==> config.mk <==
export PLATFORM = sky130hd
export DESIGN_NAME = fifo_rd_stream
export DESIGN_NICKNAME = d
export VERILOG_FILES = /design/src/rtl/fifo_async_pkg.sv /design/src/rtl/skid_buf2.sv /design/src/rtl/fifo_rd_stream.sv
export SDC_FILE = /design/constraint.sdc
export NUM_CORES = 1
export LEC_CHECK = 0
export ABC_CLOCK_PERIOD_IN_PS = 1800
export CAP_MARGIN = 20
export CORE_ASPECT_RATIO = 1.25
export CORE_MARGIN = 4
export CORE_UTILIZATION = 40
export DETAILED_ROUTE_END_ITERATION = 8
export PLACE_DENSITY_LB_ADDON = 0.05
export SYNTH_ARGS = -nofsm -noshare
export SYNTH_HDL_FRONTEND = slang
export SYNTH_SLANG_ARGS = --single-unit
==> constraint.sdc <==
create_clock -name rclk -period 1.8 [get_ports rclk]
set_input_delay 0.36 -clock rclk [delete_from_list [all_inputs] [get_ports rclk]]
set_output_delay 0.36 -clock rclk [all_outputs]
set_load 0.02 [all_outputs]
==> src/rtl/fifo_async_pkg.sv <==
// Shared definitions for the async FIFO and its read-side adapters.
package fifo_async_pkg;

  localparam logic [1:0] OCC_EMPTY = 2'd0;
  localparam logic [1:0] OCC_ONE   = 2'd1;
  localparam logic [1:0] OCC_TWO   = 2'd2;

endpackage

==> src/rtl/skid_buf2.sv <==
// Two-entry registered buffer; dout is always the oldest word (head).
module skid_buf2 #(
  parameter int DSIZE = 8
) (
  input  logic             rclk,
  input  logic             rrst_n,
  input  logic             push,
  input  logic             pop,
  input  logic             flush,
  input  logic [DSIZE-1:0] din,
  output logic [DSIZE-1:0] dout,
  output logic [1:0]       occ
);
  import fifo_async_pkg::*;

  logic [DSIZE-1:0] head_q, head_d, tail_q, tail_d;
  logic [1:0]       occ_q, occ_d;

  always_ff @(posedge rclk or negedge rrst_n) begin
    if (!rrst_n) begin
      head_q <= '0;
      tail_q <= '0;
      occ_q  <= OCC_EMPTY;
    end else begin
      head_q <= head_d;
      tail_q <= tail_d;
      occ_q  <= occ_d;
    end
  end

  always_comb begin
    head_d = head_q;
    tail_d = tail_q;
    occ_d  = occ_q;
    case (occ_q)
      OCC_EMPTY: begin
        if (push) begin
          head_d = din;
          occ_d  = OCC_ONE;
        end
      end
      OCC_ONE: begin
        case ({push, pop})
          2'b10: begin
            tail_d = din;
            occ_d  = OCC_TWO;
          end
          2'b01: occ_d = OCC_EMPTY;
          // Simultaneous push/pop: the incoming word replaces the departing head.
          2'b11: head_d = din;
          default: ;
        endcase
      end
      OCC_TWO: begin
        if (pop) begin
          head_d = tail_q;
          if (push) tail_d = din;
          else      occ_d  = OCC_ONE;
        end
      end
      default: occ_d = OCC_EMPTY;
    endcase
    if (flush) occ_d = OCC_EMPTY;
  end

  assign dout = head_q;
  assign occ  = occ_q;

endmodule

==> src/rtl/fifo_rd_stream.sv <==
// Drains the async FIFO read port into a registered valid/ready stream with flush and a transfer counter.
module fifo_rd_stream #(
  parameter int DSIZE = 8,
  parameter int CSIZE = 16
) (
  input  logic             rclk,
  input  logic             rrst_n,
  input  logic             rempty,
  input  logic [DSIZE-1:0] read_data,
  output logic             rq,
  output logic             m_valid,
  output logic [DSIZE-1:0] m_data,
  input  logic             m_ready,
  input  logic             flush,
  output logic [1:0]       occ,
  output logic [CSIZE-1:0] word_cnt
);
  import fifo_async_pkg::*;

  logic pop;

  assign m_valid = (occ != OCC_EMPTY);
  assign pop     = m_valid && m_ready;
  // A full buffer may still pull a word when the head leaves in the same cycle.
  assign rq      = rrst_n && !rempty && !flush && ((occ != OCC_TWO) || m_ready);

  skid_buf2 #(.DSIZE(DSIZE)) u_buf (
    .rclk   (rclk),
    .rrst_n (rrst_n),
    .push   (rq),
    .pop    (pop),
    .flush  (flush),
    .din    (read_data),
    .dout   (m_data),
    .occ    (occ)
  );

  always_ff @(posedge rclk or negedge rrst_n) begin
    if (!rrst_n)  word_cnt <= '0;
    else if (pop) word_cnt <= word_cnt + CSIZE'(1);
  end

endmodule

==> results.toml <==
[status]
outcome = "finished clean"

[sta]
fin_setup_tns_ps = 0
fmax_ghz = 0.576
relSlewSlack = 0.717
fin_crit_sh = 0.964
final-max-slew-violation-count = 0
rsz0062_at_grt = "false"
period_needed_ps = 1740
fin_skew_ps = 4.85
hold_viol = 0
tightest_slew_ps = 425
setup_violations = 0

[power_and_ir_drop]
ir_drop_v = 0.000485
total_power_mw = 2.12
powerDensity_mw_per_mm2 = 944
power.leakage_nw = 0.992

[clock_tree]
post_cts_buffers = 0
clockBufferDepth = 2
insertion_delay_ps = 280
cts_hold_buf = 0
cts_made_buffers = 5
cts_root_buffer = "clkbuf_8"
h-tree-depth = 2
cts_tree = "built"
clock-sinks = 34
clk_pin_slew_ps = 60

[floorplanning]
ios = 41
core_mm2 = 0.00385
die_h_um = 78.9
rows = 25
die_w_um = 64.8
initial_core_util = 0.419
dieArea_mm2 = 0.00511

[layout]
antenna_cells = 0
postLayoutCellArea_mm2 = 0.00225
layout_common_cells = "clkdlybuf4s50_1 (37), dfrtp_1 (34), nor2_1 (13), buf_4 (13), xnor2_1 (12)"
area_growth_pct = 39.8
final_cell_count_no_fill = 242
layout-drive-gt1-share = 0.223
final_nets = 201
final_common_cell = "clkdlybuf4s50_1"
nFillCells = 349

[route]
drt_pass1_iterations = 3
postRouteAntennaNets = 0
via_per_inst = 4.83
wire_per_inst_um = 13.2
vias = 1168
drtIter0Drc = 66
drc = 0
wirelength_um = 3190

[yosys]
synth_nets = 145
synth-edff-count = 0
syn-instance-count = 131
ys.flop_type = "dfrtp_1"
netlist.area_leader.share = 0.528
synthArstFlopShare = 1.00
yosys_warnings = 0
synth_area_mm2 = 0.00161
synth.area.top_cells = "dfrtp_1 (53%), mux2_4 (7.5%), xnor2_1 (6.5%), mux2i_1 (5.6%), nor2_1 (3.0%)"
syn_area_per_cell_um2 = 12.3
synth_cell_type_count = 30
yosysSeqAreaShare = 0.528
ys_seq_elements = 34
synth_area_leader_cell = "dfrtp_1"

[global_route]
grt_use_total = 0.143
grt-ovfl-total = 0
grt_max_degree = 35
antenna_found_initial = 0
grt_pass1_wl_um = 5750
first_global_vias = 1289

[setup_path]
worstSetupEndpointType = "flip-flop"
critPathMaxFanout = 8
start_kind = "primary input"
critPathKind = "in2reg"
arrival_ps = 1900
crit_required_ps = 1960

[hold_path]
hold_class = "reg2reg"

[place]
dp_hpwl_um = 2370
place_inst = 234
placed_cell_area_mm2 = 0.00217
place.gp.congestion = 0.763
portBuffers = 40

[flow_run]
max_cap_viol_count = 0
-- repair_timing --
item / CTS / global route
pin swaps: 0 / 0
resized for setup: 8 / 1
endpoints found under the hold margin: 0 / 0
gates cloned: 0 / 0
endpoints found under the setup margin: 3 / 1
-- critical path, stage by stage --
cell,delay [ps]
clkdlybuf4s50_1,480
buf_4,170
nand3b_1,110
a211o_1,340
buf_12,160
mux2_4,290
-- final cells by class --
class	instances	area [um^2]	share of cell area
Sequential cell	34	851	0.378
Inverter	2	7.51	0.00334
Tap cell	54	67.6	0.0300
Clock buffer	7	86.3	0.0384
Timing Repair Buffer	55	527	0.234
Multi-Input combinational cell	89	707	0.314
Clock inverter	1	5.00	0.00222
-- stage by stage --
| stage | worst slack, ps | utilization | hold WS [ps] |
|---|---|---|---|
| 4_1_cts | 13.3 | 0.587 | 478 |
| 5_1_grt | 5.75 | 0.585 | 489 |
| 3_3_place_gp | -342 | 0.564 | 460 |
| 3_5_place_dp | -350 | 0.564 | 465 |
| 2_1_floorplan | 31.5 | - | 64.4 |
| 6_report | 64.5 | 0.585 | 473 |
-- cells by family after synthesis --
family | count (synthesis) | share of synthesized area
AOI/OAI and AO/OA | 14 | 0.0676
buffers and inverters | 8 | 0.0357
and+or+nand+nor | 40 | 0.134
xor gates and xnor gates | 15 | 0.0816
muxes | 19 | 0.145
DFF | 34 | 0.528
adders and majority gates | 1 | 0.00777
-- path summary, 6_finish.rpt --
kind	startpoint	endpoint	slack (ps)	depth (start not counted)
max in group asynchronous	rrst_n	u_buf.occ[0]	940	2
hold reg to reg	word_cnt[15]	word_cnt[15]	470	1
setup reg to reg	u_buf.occ[0]	u_buf.tail_q[7]	210	5
hold / removal	word_cnt[15]	word_cnt[15]	470	1
setup / recovery	m_ready	u_buf.tail_q[7]	60	6
min in group asynchronous	rrst_n	word_cnt[1]	560	2
-- synth_stat cells, types with 3 or more instances --
cell type	n
nand2_1	9
xor2_1	3
mux2i_1	9
mux2_4	8
a21oi_1	8
nand4_1	4
buf_4	3
xnor2_1	12
nand3_1	4
dfrtp_1	34
nor2_1	13
-- report_power, final --
part	total, mW	internal (mW)	switching (mW)	leakage (nW)
registers	0.986	0.888	0.0975	0.431
clock network	0.569	0.308	0.261	0.0482
logic	0.570	0.313	0.256	0.512
-- routing by layer --
layer / up-vias / GRT usage / share of wire
met3: 6 / 0.0410 / 0.052
met2: 30 / 0.256 / 0.52
met4: 0 / 0.0507 / 0.012
li1: 562 / - / -
met5: - / 0 / 0
met1: 570 / 0.159 / 0.42
-- registers in the layout (all words and copies together), names as in the netlist --
| register | flops |
|---|---|
| word_cnt | 16 |
| u_buf.dout | 8 |
| u_buf.tail_q | 8 |
| u_buf.occ | 2 |
Note: power is estimated with default switching activity, not from simulation.
